[config.mk]
export PLATFORM = sky130hd
export DESIGN_NAME = apb_uart_arbiter
export DESIGN_NICKNAME = d
export VERILOG_FILES = /design/src/rtl/apb_uart_arbiter_pkg.sv /design/src/rtl/apb_uart_arbiter_rr.sv /design/src/rtl/apb_uart_arbiter.sv
export SDC_FILE = /design/constraint.sdc
export NUM_CORES = 1
export LEC_CHECK = 0
export ABC_AREA = 1
export CAP_MARGIN = 20
export CORE_ASPECT_RATIO = 1.1
export CORE_MARGIN = 2
export CORE_UTILIZATION = 35
export DETAILED_ROUTE_END_ITERATION = 16
export PLACE_DENSITY = 0.84
export SYNTH_ARGS = -nofsm -noshare
export SYNTH_HDL_FRONTEND = slang
export SYNTH_SLANG_ARGS = --single-unit
[constraint.sdc]
create_clock -name PCLK -period 1.3 [get_ports PCLK]
set_input_delay 0.195 -clock PCLK [delete_from_list [all_inputs] [get_ports PCLK]]
set_output_delay 0.195 -clock PCLK [all_outputs]
set_load 0.005 [all_outputs]
[src/rtl/apb_uart_arbiter_pkg.sv]
// Shared types and constants for the two-requester APB arbiter.
// Request widths track the default DATA_WIDTH/ADDR_WIDTH of the top.
package apb_uart_arb_pkg;

   localparam int NUM_REQ    = 2;
   localparam int ARB_DATA_W = 32;
   localparam int ARB_ADDR_W = 32;

   typedef enum logic [1:0] {
      IDLE   = 2'd0,
      SETUP  = 2'd1,
      ACCESS = 2'd2
   } state_t;

   typedef struct packed {
      logic                  write;
      logic [ARB_ADDR_W-1:0] addr;
      logic [ARB_DATA_W-1:0] wdata;
   } apb_req_t;

endpackage

[src/rtl/apb_uart_arbiter_rr.sv]
// Two-way round-robin grant; a lone requester always wins, a tie goes to
// the requester that was not granted last.
module apb_rr_arbiter
   import apb_uart_arb_pkg::*;
(
   input  logic               i_clk,
   input  logic               i_rst,
   input  logic [NUM_REQ-1:0] i_valid,
   input  logic               i_accept,
   output logic [NUM_REQ-1:0] o_gnt
);

   logic r_last_gnt;

   always_comb begin
      o_gnt = i_valid;
      if (i_valid == 2'b11) begin
         o_gnt = r_last_gnt ? 2'b01 : 2'b10;
      end
   end

   // Reset to 1 so the first tie after reset goes to requester 0
   always_ff @(posedge i_clk) begin
      if (i_rst) begin
         r_last_gnt <= 1'b1;
      end else if (i_accept) begin
         r_last_gnt <= o_gnt[1];
      end
   end

endmodule

[src/rtl/apb_uart_arbiter.sv]
// APB master shared by two requesters: round-robin accept, SETUP/ACCESS
// sequencing with wait states. Optional ACCESS watchdog: APB_ARB_TIMEOUT_EN.
module apb_uart_arbiter
   import apb_uart_arb_pkg::*;
#(
   parameter int DATA_WIDTH     = 32,
   parameter int ADDR_WIDTH     = 32,
   parameter int TIMEOUT_CYCLES = 64
) (
   input  logic                                PCLK,
   input  logic                                PRESET,
   input  logic [NUM_REQ-1:0]                  req_valid,
   input  logic [NUM_REQ-1:0]                  req_write,
   input  logic [NUM_REQ-1:0][ADDR_WIDTH-1:0]  req_addr,
   input  logic [NUM_REQ-1:0][DATA_WIDTH-1:0]  req_wdata,
   output logic [NUM_REQ-1:0]                  req_ready,
   output logic [NUM_REQ-1:0]                  rsp_valid,
   output logic [DATA_WIDTH-1:0]               rsp_rdata,
   output logic                                rsp_err,
   output logic                                PSELx,
   output logic                                PENABLE,
   output logic                                PWRITE,
   output logic [ADDR_WIDTH-1:0]               PADDR,
   output logic [DATA_WIDTH-1:0]               PWDATA,
   input  logic [DATA_WIDTH-1:0]               PRDATA,
   input  logic                                PREADY,
   input  logic                                PSLVERR
);

   if (TIMEOUT_CYCLES < 1) begin : g_bad_timeout
      $error("apb_uart_arbiter: TIMEOUT_CYCLES must be >= 1");
   end

   state_t                r_state;
   state_t                w_next;
   logic [NUM_REQ-1:0]    w_gnt;
   logic                  w_accept;
   logic                  w_done;
   logic                  w_timeout;
   logic                  r_gnt_idx;
   logic                  r_write;
   logic [ADDR_WIDTH-1:0] r_addr;
   logic [DATA_WIDTH-1:0] r_wdata;
   logic [NUM_REQ-1:0]    r_rsp_valid;
   logic [DATA_WIDTH-1:0] r_rsp_rdata;
   logic                  r_rsp_err;

   assign w_accept  = (r_state == IDLE) && (|req_valid);
   assign w_done    = (r_state == ACCESS) && PREADY;
   assign req_ready = (r_state == IDLE) ? w_gnt : '0;

   apb_rr_arbiter u_rr (
      .i_clk    (PCLK),
      .i_rst    (PRESET),
      .i_valid  (req_valid),
      .i_accept (w_accept),
      .o_gnt    (w_gnt)
   );

`ifdef APB_ARB_TIMEOUT_EN
   localparam int TO_W = (TIMEOUT_CYCLES > 1) ? $clog2(TIMEOUT_CYCLES) : 1;
   localparam logic [TO_W-1:0] TO_LAST = TO_W'(TIMEOUT_CYCLES - 1);

   logic [TO_W-1:0] r_to_cnt;

   // Abort on the ACCESS cycle whose stall would bring the count to the limit
   always_ff @(posedge PCLK) begin
      if (PRESET) begin
         r_to_cnt <= '0;
      end else if (r_state == SETUP) begin
         r_to_cnt <= '0;
      end else if ((r_state == ACCESS) && !PREADY) begin
         r_to_cnt <= r_to_cnt + 1'b1;
      end
   end

   assign w_timeout = (r_state == ACCESS) && !PREADY && (r_to_cnt == TO_LAST);
`else
   assign w_timeout = 1'b0;
`endif

   always_ff @(posedge PCLK) begin
      if (PRESET) begin
         r_state <= IDLE;
      end else begin
         r_state <= w_next;
      end
   end

   always_comb begin
      w_next  = r_state;
      PSELx   = 1'b0;
      PENABLE = 1'b0;
      case (r_state)
         IDLE: begin
            if (w_accept) w_next = SETUP;
         end
         SETUP: begin
            PSELx  = 1'b1;
            w_next = ACCESS;
         end
         ACCESS: begin
            PSELx   = 1'b1;
            PENABLE = 1'b1;
            if (w_done || w_timeout) w_next = IDLE;
         end
         default: w_next = IDLE;
      endcase
   end

   // Request fields double as the APB drive, so they hold between transfers
   always_ff @(posedge PCLK) begin
      if (PRESET) begin
         r_gnt_idx   <= 1'b0;
         r_write     <= 1'b0;
         r_addr      <= '0;
         r_wdata     <= '0;
         r_rsp_valid <= '0;
         r_rsp_rdata <= '0;
         r_rsp_err   <= 1'b0;
      end else begin
         r_rsp_valid <= '0;
         if (w_accept) begin
            r_gnt_idx <= w_gnt[1];
            r_write   <= req_write[w_gnt[1]];
            r_addr    <= req_addr[w_gnt[1]];
            r_wdata   <= req_wdata[w_gnt[1]];
         end
         if (w_done) begin
            r_rsp_valid[r_gnt_idx] <= 1'b1;
            r_rsp_rdata            <= r_write ? '0 : PRDATA;
            r_rsp_err              <= PSLVERR;
         end else if (w_timeout) begin
            r_rsp_valid[r_gnt_idx] <= 1'b1;
            r_rsp_rdata            <= '0;
            r_rsp_err              <= 1'b1;
         end
      end
   end

   assign PWRITE    = r_write;
   assign PADDR     = r_addr;
   assign PWDATA    = r_wdata;
   assign rsp_valid = r_rsp_valid;
   assign rsp_rdata = r_rsp_rdata;
   assign rsp_err   = r_rsp_err;

endmodule

==> run_results.csv, run 1 <==
group,metric,value,unit
outcome,outcome,"finished, violations left",
outcome,violations,"negative setup slack",
placed_design,placed_cells,1175,
global_route,grt_pass1_vias,5008,
sta,setup_viol,70,
cells_and_area,final_cell_count_no_fill,1216,
worst_hold_path,hp-start,"PRDATA[26]",
cts,cts_tree,"yes",
setup_path,cp_slowest_cell,"dfxtp_2",
drt,drc,0,
sta,hold_ws,0.385,ns
setup_path,cp.arrival,1.71,ns
global_route,grt_pass1_wl,24.4,mm
setup_path,worstPathRequired,1.55,ns
cts,clkTransAtPathRegs,0.08,ns
drt,drt-total-wl,17.5,mm
cts,clkLatencyLatePin,0.35,ns
cts,cts.sinks,104,
cells_and_area,drive_gt1_frac,0.163,
cells_and_area,mostFrequentLayoutCells,"nor2_1, clkdlybuf4s50_1, nand2_1, dlygate4sd2_1, dfxtp_1",
cts,htree_levels,3,
sta,slew_headroom,0.773,
pwr,clkPwrFrac,0.230,
die,floorplan.die.width,116,µm
cells_and_area,final_nets,1195,
sta,post-route-min-period,1.46,ns
cells_and_area,mostFrequentLayoutCell,"nor2_1",
setup_path,max_stage_delay,0.34,ns
global_route,gr-total-overflow,0,
synth,ys_seq_area_frac,0.430,
pwr,power_density,1300,mW/mm²
cells_and_area,area_growth,81.2,%
global_route,grt.total_usage,0.210,
placed_design,place_congestion,0.825,
cts,cts_root_buf,"clkbuf_16",
pwr,power,0.0114,W
drt,routedWlPerCell,14.4,µm
sta,drv_slew,0,
setup_path,path_class,"flip-flop to flip-flop",
synth,synthCells,746,
pwr,seqPwrFrac,0.355,
setup_path,reg2reg_from,"r_state[1]",
sta,rsz0062_at_grt,"true",
synth,synthMuxAreaShare,0,
die,dieArea,0.0148,mm²
placed_design,dp_hpwl,10.6,mm
setup_path,worstPathCellList,"inv_2 -> ha_4 -> inv_4 -> nor2_4 -> buf_12 -> buf_8 -> buf_12 -> nand2_1 -> nor2_1 -> nor2_1",
die,floorplan.rows,45,
cts,hold_buffers,0,
drt,antenna_left,0,
setup_path,endpoint_kind,"flip-flop",
sta,final.period_utilization,1.12,
drt,vias_per_cell,4.59,
synth,synth_top_family_by_area,"simple AND/OR/NAND/NOR gates",
setup_path,cp-startpoint,"r_state[1]",
sta,worst_slew_pin_slew,0.341,ns
placed_design,numPortBuffers,271,
synth,synth_warnings,0,
global_route,grt_start_max_net_pins,56,
synth,ys_ff_latch,104,
synth,synth_area,0.00484,mm²
pwr,internal-power,0.00755,W
drt,dr.pass1.iters,6,
setup_path,cp_max_fo,9,
sta,finalWorstSetupSlack,-0.162,ns
die,die_h,127,µm
cts,cts_made_buffers,9,
synth,synth_area_per_cell,6.48,µm²
synth,synth_xor_area_frac,0,
synth,synthSimpleGateAreaFrac,0.329,
pwr,p_sw_frac,0.337,
cells_and_area,diodes,0,
sta,fmax,684,MHz
synth,synthAdderAreaFrac,0.0103,
job,timing.max_cap.violations,0,
die,core_region_area,0.0137,mm²
die,pin_count,272,
pwr,combPwrFrac,0.415,
worst_hold_path,hold_path.class,"primary input to flip-flop",
pwr,switchingPower,0.00383,W
pwr,leakagePower,4.42,nW
cts,clockBufferDepth,2,
synth,synth_compound_area_frac,0.108,
drt,drt-initial-drc-count,265,
setup_path,worst_setup_path_start_kind,"flip-flop",
synth,yosysUniqueCellTypes,22,
drt,vias,5581,
pwr,irDropWorstVdd,0.000722,V
sta,skew,0.00721,ns
synth,syn_nets,918,
sta,hold_violations,0,
die,start_util,0.354,
global_route,grt_antenna_before_repair,0,
## timing repair
action / CTS / global route
setup endpoints to repair: 202 / 104
cloned: 7 / 9
pin swaps: 3 / 16
buffers inserted: 7 / 5
gates resized for setup: 179 / 140
## synthesized netlist by cell type
library cell / instances / area [µm²]
nor2_1: 201 / 754
nand2_1: 170 / 638
dfxtp_1: 104 / 2080
o21ai_0: 91 / 455
inv_1: 76 / 285
nand3_1: 35 / 175
clkbuf_1: 19 / 71.3
buf_2: 12 / 60.1
o21ai_1: 8 / 40.0
buf_6: 6 / 67.6
buf_4: 5 / 37.5
a21oi_1: 4 / 20.0
ha_1: 4 / 50.1
clkbuf_8: 3 / 41.3
buf_1: 1 / 3.75
buf_8: 1 / 15.0
clkbuf_2: 1 / 5.00
inv_2: 1 / 3.75
nand2_2: 1 / 6.26
nor2_2: 1 / 6.26
nor2_4: 1 / 11.3
o211ai_1: 1 / 7.51
## per-layer routing
metal,vias to the layer above,wire [µm],global-route usage,part of all wire
met1,2500,6850,0.236,0.39
met2,202,8770,0.376,0.50
met4,0,564,0.0840,0.032
li1,2839,-,-,-
met5,-,0,0,0
met3,40,1280,0.0546,0.073
## final timing paths
check                        to  slack (ns)  cells past startpoint
setup / recovery      PADDR[18]       -0.16                     10
hold / removal    rsp_rdata[26]        0.39                      3
setup reg to reg      PADDR[18]       -0.16                     10
hold reg to reg    rsp_valid[0]        0.45                      1
## critical path, delay by kind of cell, from the launching register on
| family | cells | cell delay (ns) |
|---|---|---|
| buffers and inverters | 5 | 0.53 |
| DFF | 1 | 0.34 |
| adders and majority gates | 1 | 0.17 |
| and+or+nand+nor | 4 | 0.30 |
## layout make-up
class / instances / area (µm²)
Fill cell: 1181 / 4920
Timing Repair Buffer: 314 / 3340
Multi-Input combinational cell: 517 / 2500
Sequential cell: 104 / 2110
Inverter: 77 / 297
Tap cell: 188 / 235
Clock buffer: 9 / 225
Clock inverter: 7 / 53.8
## logic make-up after synthesis
logic type	count (synthesis)
fa+ha+maj	4
compound gates	104
buf+inv	125
flops	104
simple gates	409
## state kept, by name (all words and copies together) (netlist names)
| name | count |
|---|---|
| PWRITE | 1 |
| r_gnt_idx | 1 |
| rsp_valid | 2 |
| PADDR | 32 |
| rsp_err | 1 |
| u_rr.r_last_gnt | 1 |
| r_state | 2 |
| rsp_rdata | 32 |
| PWDATA | 32 |
## stage by stage
step,setup WS (ns),util,setup TNS [ns],area (µm²)
final,-0.162,0.641,-6.82,8770
after detailed placement,-0.469,0.567,-25.56,7750
after CTS,-0.218,0.606,-7.69,8300
after global routing,-0.230,0.641,-12.11,8770
after floorplan,0.00664,-,0,4850
after global placement,-0.450,0.567,-22.48,7750
## power groups by stage
stage | Clock, W | Sequential [W] | Combinational (W)
finish | 0.00262 | 0.00404 | 0.00472
global route | 0.00279 | 0.00410 | 0.00515
CTS | 0.00267 | 0.00399 | 0.00421
detailed placement | 0 | 0.00405 | 0.00374
global placement | 0 | 0.00403 | 0.00368
floorplan | 0 | 0.00407 | 0.00177
Note: power is estimated with default switching activity, not from simulation.
==> inputs of run 2 (changes only) <==
Settings changed: CAP_MARGIN 20 to not set, SYNTH_HIERARCHICAL set to 1.
==> run 2 against run 1 <==
The run still ends with negative setup slack left. Critical endpoint is now PWDATA[17]. Utilization about the same. Global-route usage decreased by 1.4 points. Non-clock buffer count grew 6. Clock power up 16%. Synthesized cell count shrank 7.8%. Largest power group unchanged. Critical path depth down 1. Sequential power is 1% lower. Register-to-register slack gained 0.06 ns. Via count shrank 3.6%. First-iteration DRC count decreased by 6.0%. Critical path type unchanged. Worst hold slack worse by 0.073 ns. Die area fell by 0.28%.
==> run_results.csv, run 2 <==
group,metric,value,unit
outcome,outcome,"finished, violations left",
outcome,violations,"negative setup slack",
setup_path,cp_slowest_cell,"dfxtp_2",
placed_design,dpl_cell_area,0.00786,mm²
pwr,clkPwrFrac,0.267,
pwr,combPwrFrac,0.383,
synth,ys_seq_area_frac,0.432,
cells_and_area,mostFrequentLayoutCells,"clkdlybuf4s50_1, nor2_1, nand2_1, dlygate4sd2_1, dfxtp_1",
sta,skew,0.00639,ns
placed_design,dp_hpwl,11.1,mm
sta,fmax,715,MHz
drt,vias,5381,
cells_and_area,area.sequential,0.00209,mm²
die,start_util,0.354,
drt,drt-total-wl,16.9,mm
cts,clkLatencyLatePin,0.35,ns
drt,dr.pass1.iters,4,
die,pin_count,272,
global_route,gr-total-overflow,0,
setup_path,cp_max_fo,11,
global_route,top_usage_layer,"met2",
cts,clockBufferDepth,2,
sta,fin_tns_setup,-3.65,ns
global_route,use_met1,0.213,
placed_design,place_congestion,0.820,
cells_and_area,mostFrequentLayoutCell,"clkdlybuf4s50_1",
setup_path,worst_setup_path_start_kind,"flip-flop",
global_route,grt_use_met3,0.0470,
synth,async_flop_share,0,
cells_and_area,multi_input_area,0.00245,mm²
sta,setup_viol,68,
sta,finalWorstSetupSlack,-0.0993,ns
drt,drc,0,
cts,cts.sinks,104,
pwr,p_sw_frac,0.306,
global_route,grt_antenna_before_repair,0,
cts,clkTransAtPathRegs,0.07,ns
synth,synth_ff_type,"dfxtp_1",
die,core_region_area,0.0136,mm²
synth,synth_edf_count,0,
drt,routedWlPerCell,14.6,µm
global_route,grt_pass1_vias,4869,
cts,cts_made_buffers,9,
cells_and_area,diodes,0,
synth,synthCells,688,
synth,yosysMostFrequentCell,"nor2_1",
cts,cts_root_buf,"clkbuf_16",
sta,hold_violations,0,
die,floorplan.rows,45,
pwr,power,0.0114,W
synth,yosys.area.top_type,"dfxtp_1",
synth,syn_nets,860,
synth,synth_area_per_cell,7.01,µm²
setup_path,endpoint_kind,"flip-flop",
cells_and_area,nFillCells,1179,
drt,drt-initial-drc-count,249,
sta,final.period_utilization,1.08,
synth,ys_ff_latch,104,
die,dieArea,0.0147,mm²
job,timing.max_cap.violations,0,
cells_and_area,area_growth,81.1,%
cells_and_area,fin_util,0.641,
pwr,switchingPower,0.00349,W
cells_and_area,design_area,0.00874,mm²
worst_hold_path,hold_path.class,"primary input to flip-flop",
setup_path,worstPathCellList,"inv_2 -> ha_4 -> buf_6 -> inv_4 -> nor2_4 -> buf_4 -> clkbuf_16 -> o21bai_1 -> nor2_1",
setup_path,cp.arrival,1.69,ns
cells_and_area,drive_gt1_frac,0.143,
synth,yosysUniqueCellTypes,20,
drt,antenna_left,0,
sta,worst_slew_pin_slew,0.414,ns
synth,synthTopCellsByCount,"nor2_1, nand2_1, dfxtp_1",
global_route,grt.total_usage,0.197,
pwr,leakagePower,4.30,nW
sta,slew_headroom,0.724,
sta,rsz0062_at_grt,"true",
die,die_h,127,µm
global_route,grt_pass1_wl,23.1,mm
sta,drv_slew,0,
pwr,power_density,1310,mW/mm²
synth,synth_top_cell_area_share,0.432,
cts,htree_levels,3,
sta,post-route-min-period,1.40,ns
cts,cts_tree,"yes",
cells_and_area,final_nets,1143,
placed_design,numPortBuffers,271,
die,floorplan.die.width,116,µm
synth,synth_area,0.00482,mm²
synth,synth.area.top_cells,"dfxtp_1, nor2_1, o21bai_1",
synth,synth_warnings,6,
pwr,seqPwrFrac,0.350,
global_route,grt_start_max_net_pins,66,
setup_path,max_stage_delay,0.33,ns
pwr,irDropWorstVdd,0.000798,V
drt,vias_per_cell,4.63,
setup_path,path_class,"flip-flop to flip-flop",
setup_path,worstPathRequired,1.59,ns
pwr,internal-power,0.00792,W
global_route,grt_use_met2,0.361,
run 2: changes by cell type after synthesis, sizes merged, moves of 2 or more:
cell and change:
nor2 -63, o21bai +64, inv +2, nand2 -62
run 2: layout make-up:
type                    count  area share
inverters                  79      0.0345
flip-flops and latches    104       0.239
clock buffers              10      0.0262
repair buffers            320       0.381
clock inverters             4      0.0109
well taps                 188      0.0269
multi-input cells         457       0.281
run 2: per-layer routing:
layer	wire length [µm]	vias to the layer above
met2	8620	168
met3	1070	35
met5	0	-
met4	441	0
li1	-	2732
met1	6790	2446
run 2: metrics by stage:
stage          setup WS [ns]  hold WS [ns]  cells
6_report             -0.0993         0.312   1162
2_1_floorplan         -0.103         0.283    688
3_5_place_dp          -0.457         0.439   1126
3_3_place_gp          -0.445         0.429   1126
4_1_cts              -0.0980         0.281   1142
5_1_grt               -0.158         0.368   1162
run 2: final timing paths:
check	slack, ns	to	depth (start not counted)	start
setup / recovery	-0.1	PWDATA[17]	9	r_state[1]
hold / removal	0.31	u_rr/r_last_gnt	4	req_valid[0]
setup reg to reg	-0.1	PWDATA[17]	9	r_state[1]
hold reg to reg	0.46	rsp_valid[0]	1	r_gnt_idx
run 2: timing repair:
item,in CTS,in global routing
pin swaps,3,10
setup endpoints to repair,205,100
hold buffers,0,0
setup buffers,2,8
resized for setup,148,77
cloned,0,12
run 2: worst max-delay path, delay by kind of cell (launching register included):
family / cells / cell delay [ns]
compound gates: 1 / 0.07
fa+ha+maj: 1 / 0.15
buf+inv: 5 / 0.55
flops: 1 / 0.33
simple gates: 2 / 0.23
run 2: cells by family (layout without fill, tap and decap cells):
group / after synthesis / in the layout / synth area share
adders and majority gates: 4 / 4 / 0.0104
DFF: 104 / 104 / 0.432
buffers and inverters: 127 / 413 / 0.118
AOI/OAI and AO/OA: 168 / 168 / 0.208
and+or+nand+nor: 285 / 285 / 0.232
run 2: power groups by stage:
stage | registers, W | clock network [W] | logic [W]
6_report | 0.00399 | 0.00305 | 0.00438
5_1_grt | 0.00406 | 0.00324 | 0.00478
4_1_cts | 0.00399 | 0.00308 | 0.00363
3_5_place_dp | 0.00406 | 0 | 0.00386
3_3_place_gp | 0.00403 | 0 | 0.00379
2_1_floorplan | 0.00409 | 0 | 0.00164
==> RTL edit 1 (config.mk and constraints of run 1) <==
Add a define of `APB_ARB_TIMEOUT_EN`.
--- a/src/rtl/apb_uart_arbiter.sv
+++ b/src/rtl/apb_uart_arbiter.sv
@@ -1,5 +1,7 @@
 // APB master shared by two requesters: round-robin accept, SETUP/ACCESS
 // sequencing with wait states. Optional ACCESS watchdog: APB_ARB_TIMEOUT_EN.
+`define APB_ARB_TIMEOUT_EN
+
 module apb_uart_arbiter
    import apb_uart_arb_pkg::*;
 #(
Formal check against the unedited RTL: no difference found for any inputs over 4 cycles, from zero or initial values and one cycle with PRESET high; that may be too few to reach the edited logic, so the function may still have changed.
==> RTL edit 1 against run 1 <==
  * The run still ends with setup timing left
  * Sequential cell count up 6
  * Wire length up 3.9%
  * Cell count down 14%
  * Non-clock buffer count up 20
  * Power down 14%
  * Design area down 1.0%
  * Via count down 2.6%
  * Utilization up 5.1 points
  * Setup slack worse by 0.013 ns
  * Global-route usage up 2.0 points
  * Synthesized area down 7.3%
  * Critical endpoint is now rsp_rdata[22]
  * Hold slack better by 0.0090 ns
  * Synthesized cell count down 21%
==> RTL edit 1: results (changes against run 1) <==
use_met2_pct: 42.0  # +4.4 points
crit_start: "r_state[0]"
violations: "setup timing"
layout.nonclk_buf_share_pct: 40.0  # +1.9 points
worst_slack_ns: -0.175  # -0.0125 ns
nNonClkBuffers: 334  # +6.4%
drt-met1-wl_um: 6730  # -1.7%
ys_seq_area_share_pct: 49.1  # +6.1 points
leakage_nw: 3.71  # -16%
met2_length_um: 9540  # +8.7%
ctsResizeCount: 211  # +18%
irDropWorstVdd_mv: 0.783  # +8.4%
outcome: "finished with violations"
synth_fp_nets: 761  # -17%
synth_common_cells: "nand2_1 (180), dfxtp_1 (110), o21ai_0 (66), a31oi_1 (65), a21oi_1 (39)"
postCtsSetupBuffers: 8  # +1
grt_pass1_wl_um: 25200  # +3.1%
grt_max_degree: 42  # -25%
track_usage_pct: 23.0  # +2.0 points
r2r_cells: 9  # -1
pwr-share-comb_pct: 29.2  # -12 points
dp.cells: 1005  # -14%
seq_area_um2: 2230  # +5.7%
multi_input_cells: 414  # -20%
n_all_inverters: 17  # -78%
clock_skew_ns: 0.0118  # +0.00464 ns
multi_input_area_share_pct: 27.4  # -1.1 points
synth_area_leaders: "dfxtp_1 (49%), nand2_1 (15%), a31oi_1 (9.1%), o21ai_0 (7.4%), a21oi_1 (4.4%)"
min-delay-start: "PRDATA[6]"
place.detailed.hpwl_um: 10700  # +0.67%
setup_tns_ns: -13.37  # -6.55 ns
clk_share_pct: 3.78  # +0.60 points
post_synth.cell_area_avg_um2: 7.61  # +17%
setup_viol: 112  # +60%
grt_use_met3_pct: 5.09  # -0.37 points
slew_headroom_pct: 74.4  # -2.9 points
netlist_area_um2: 4480  # -7.3%
grt_pass1_vias: 5108  # +2.0%
worstPathArrival_ns: 1.68  # -0.03 ns
routedWlPerCell_um: 17.3  # +21%
drtIter0Drc: 318  # +20%
ys_seq_elements: 110  # +5.8%
seq_power_share_pct: 39.7  # +4.2 points
fillCellCount: 982  # -17%
drive_gt1_share_pct: 19.3  # +3.0 points
-- RTL edit 1: path summary, 6_finish.rpt --
kind | to | slack [ns]
worst min-delay path | rsp_rdata[6] | 0.39
worst min register to register | rsp_rdata[20] | 0.47
worst max register to register | rsp_rdata[22] | -0.17
worst max-delay path | rsp_rdata[22] | -0.17
-- RTL edit 1: tightest hold or removal path, stage by stage --
cell             delay, ns
clkdlybuf4s50_1       0.39
nand2_1               0.06
a21oi_1               0.05
-- RTL edit 1: stage by stage --
stage | instance area [µm²] | hold WS, ns | worst slack, ns | power, mW
5_1_grt | 8680 | 0.389 | -0.229 | 10.3
3_3_place_gp | 7530 | 0.442 | -0.438 | 6.21
4_1_cts | 8250 | 0.380 | -0.163 | 9.57
6_report | 8680 | 0.394 | -0.175 | 9.83
2_1_floorplan | 4510 | 0.342 | -0.0166 | 4.77
3_5_place_dp | 7530 | 0.451 | -0.498 | 6.25
==> RTL edit 2 (settings of run 1) <==
Made on the original files. The 3 states of `state_t` get a one-hot encoding in 3 bits.
--- a/src/rtl/apb_uart_arbiter_pkg.sv
+++ b/src/rtl/apb_uart_arbiter_pkg.sv
@@ -6,10 +6,10 @@
    localparam int ARB_DATA_W = 32;
    localparam int ARB_ADDR_W = 32;
 
-   typedef enum logic [1:0] {
-      IDLE   = 2'd0,
-      SETUP  = 2'd1,
-      ACCESS = 2'd2
+   typedef enum logic [2:0] {
+      IDLE   = 3'b001,
+      SETUP  = 3'b010,
+      ACCESS = 3'b100
    } state_t;
 
    typedef struct packed {
Formal check against the unedited RTL: same outputs for any inputs over 4 cycles, from zero or initial values and one cycle with PRESET high; so few cycles prove little.
==> RTL edit 2 against run 1 <==
  * The run still ends with setup timing left
  * Design area rose by 8.6%
  * Die area rose by 12%
  * Setup slack improved by 0.091 ns
  * Global-route usage fell by 1.2 points
  * Sequential share of layout area fell by 1.7 points
  * Cell count rose by 18%
  * Non-clock buffer count rose by 10
  * Sequential cell count rose by 1
  * Power fell by 9.0%
  * Utilization fell by 1.1 points
  * Synthesized area rose by 12%
  * Wire length rose by 9.0%
  * Highest routed layer is now met5
==> RTL edit 2: results (changes against run 1) <==
portBuffers: 271  # unchanged
antenna_found_initial: 1  # +1
routedWlPerCell_um: 13.3  # -7.4%
grt_pass1_vias: 5463  # +9.1%
worstPathArrival_ns: 1.61  # -0.10 ns
worst_slack_ns: -0.0718  # +0.0906 ns
setup_tns_ns: -1.69  # +5.13 ns
numCtsBuffers: 9  # unchanged
hold_path.class: "in -> reg"
r2r_cells: 8  # -2
drt_first_pass_iters: 8  # +2
synth.distinct_cells: 19  # -14%
drtIter0Drc: 234  # -12%
slew_headroom_pct: 82.0  # +4.8 points
ys_seq_area_share_pct: 38.7  # -4.4 points
irDropWorstVdd_mv: 0.605  # -16%
final_common_cell: "nand2_1"
synth_fp_nets: 1112  # +21%
violations: "setup timing"
final_nets: 1399  # +17%
dpl_cell_area_um2: 8510  # +9.8%
grt_pass1_wl_um: 26000  # +6.5%
drc: 0  # unchanged
leakage_nw: 5.05  # +14%
synth_area_leaders: "dfxtp_1 (39%), nand2_1 (23%), nor2_1 (16%), inv_1 (12%), buf_2 (2.3%)"
drive_gt1_share_pct: 15.0  # -1.4 points
place.detailed.hpwl_um: 12300  # +15%
avgViaCountPerCell: 4.44  # -3.2%
outcome: "finished with violations"
htree_levels: 3  # unchanged
grt_max_degree: 55  # -1.8%
synth_common_cells: "nand2_1 (336), nor2_1 (235), inv_1 (172), dfxtp_1 (105)"
path_max_fanout: 7  # -2
track_usage_pct: 19.8  # -1.2 points
setup_viol: 44  # -37%
clock_skew_ns: 0.00772  # +0.000507 ns
path_clk_slew_ns: 0.07
gp_congestion: 0.815  # -1.2%
## RTL edit 2: cell count changes after synthesis, moves of 3 or more
cell | run 1 | this run
nand2_1 | 170 | 336
nand3_1 | 35 | 4
nor2_1 | 201 | 235
o21ai_0 | 91 | 8
ha_1 | 4 | 0
inv_1 | 76 | 172
clkbuf_8 | 3 | 0
buf_6 | 6 | 9
o21ai_1 | 8 | 25
buf_2 | 12 | 25
clkbuf_1 | 19 | 10
## RTL edit 2: per-stage QoR
stage,util [%],worst slack [ns],cells
6_report,63.0,-0.0718,1432
5_1_grt,63.0,-0.140,1432
4_1_cts,58.6,-0.0823,1420
3_5_place_dp,56.3,-0.416,1397
3_3_place_gp,56.3,-0.413,1397
2_1_floorplan,-,0.146,944
## RTL edit 2: timing repair
item	CTS	global route
buffers inserted	6	2
endpoints found under the setup margin	140	89
pin swaps	6	38
gates cloned	1	10
hold buffers	0	0
resized for setup	150	127
## RTL edit 2: path summary, 6_finish.rpt
kind	startpoint	to	slack, ns
worst min register to register	r_gnt_idx	rsp_valid[0]	0.46
worst min-delay path	PRDATA[4]	rsp_rdata[4]	0.40
worst max register to register	r_state[0]	PWDATA[17]	-0.07
worst max-delay path	r_state[0]	PWDATA[17]	-0.07
## RTL edit 2: report_power, final
| group | internal, mW | total, mW | switching (mW) |
|---|---|---|---|
| logic | 1.80 | 3.59 | 1.79 |
| clock network | 1.80 | 3.01 | 1.22 |
| registers | 3.57 | 3.75 | 0.180 |
| total | 7.17 | 10.4 | 3.19 |
## RTL edit 2: logic make-up after synthesis
group | synth area share (%)
AO/OA/AOI/OAI | 3.34
AND/OR/NAND/NOR | 40.6
buffers and inverters | 17.4
flip-flops | 38.7
## RTL edit 2: layer usage
| layer | global-route usage [%] | wire length (µm) | vias to the layer above |
|---|---|---|---|
| met3 | 5.57 | 1500 | 43 |
| li1 | - | - | 3244 |
| met4 | 7.98 | 536 | 2 |
| met1 | 21.3 | 7210 | 2822 |
| met2 | 36.0 | 9780 | 250 |
| met5 | 0 | 12 | - |
## RTL edit 2: critical path: stages, from the launching register on
cell	delay [ns]
dfxtp_4	0.37
buf_6	0.10
nand3_4	0.10
nor2_4	0.16
buf_12	0.17
clkbuf_16	0.17
nand2_4	0.05
nor2_2	0.09
nor2_1	0.05
## RTL edit 2: final cells by class
cell class,instances,area [µm²]
well taps,196,245
flip-flops and latches,105,2120
fillers,1300,5600
clock inverters,4,75.1
multi-input cells,616,2840
clock buffers,12,256
repair buffers,324,3310
inverters,175,667
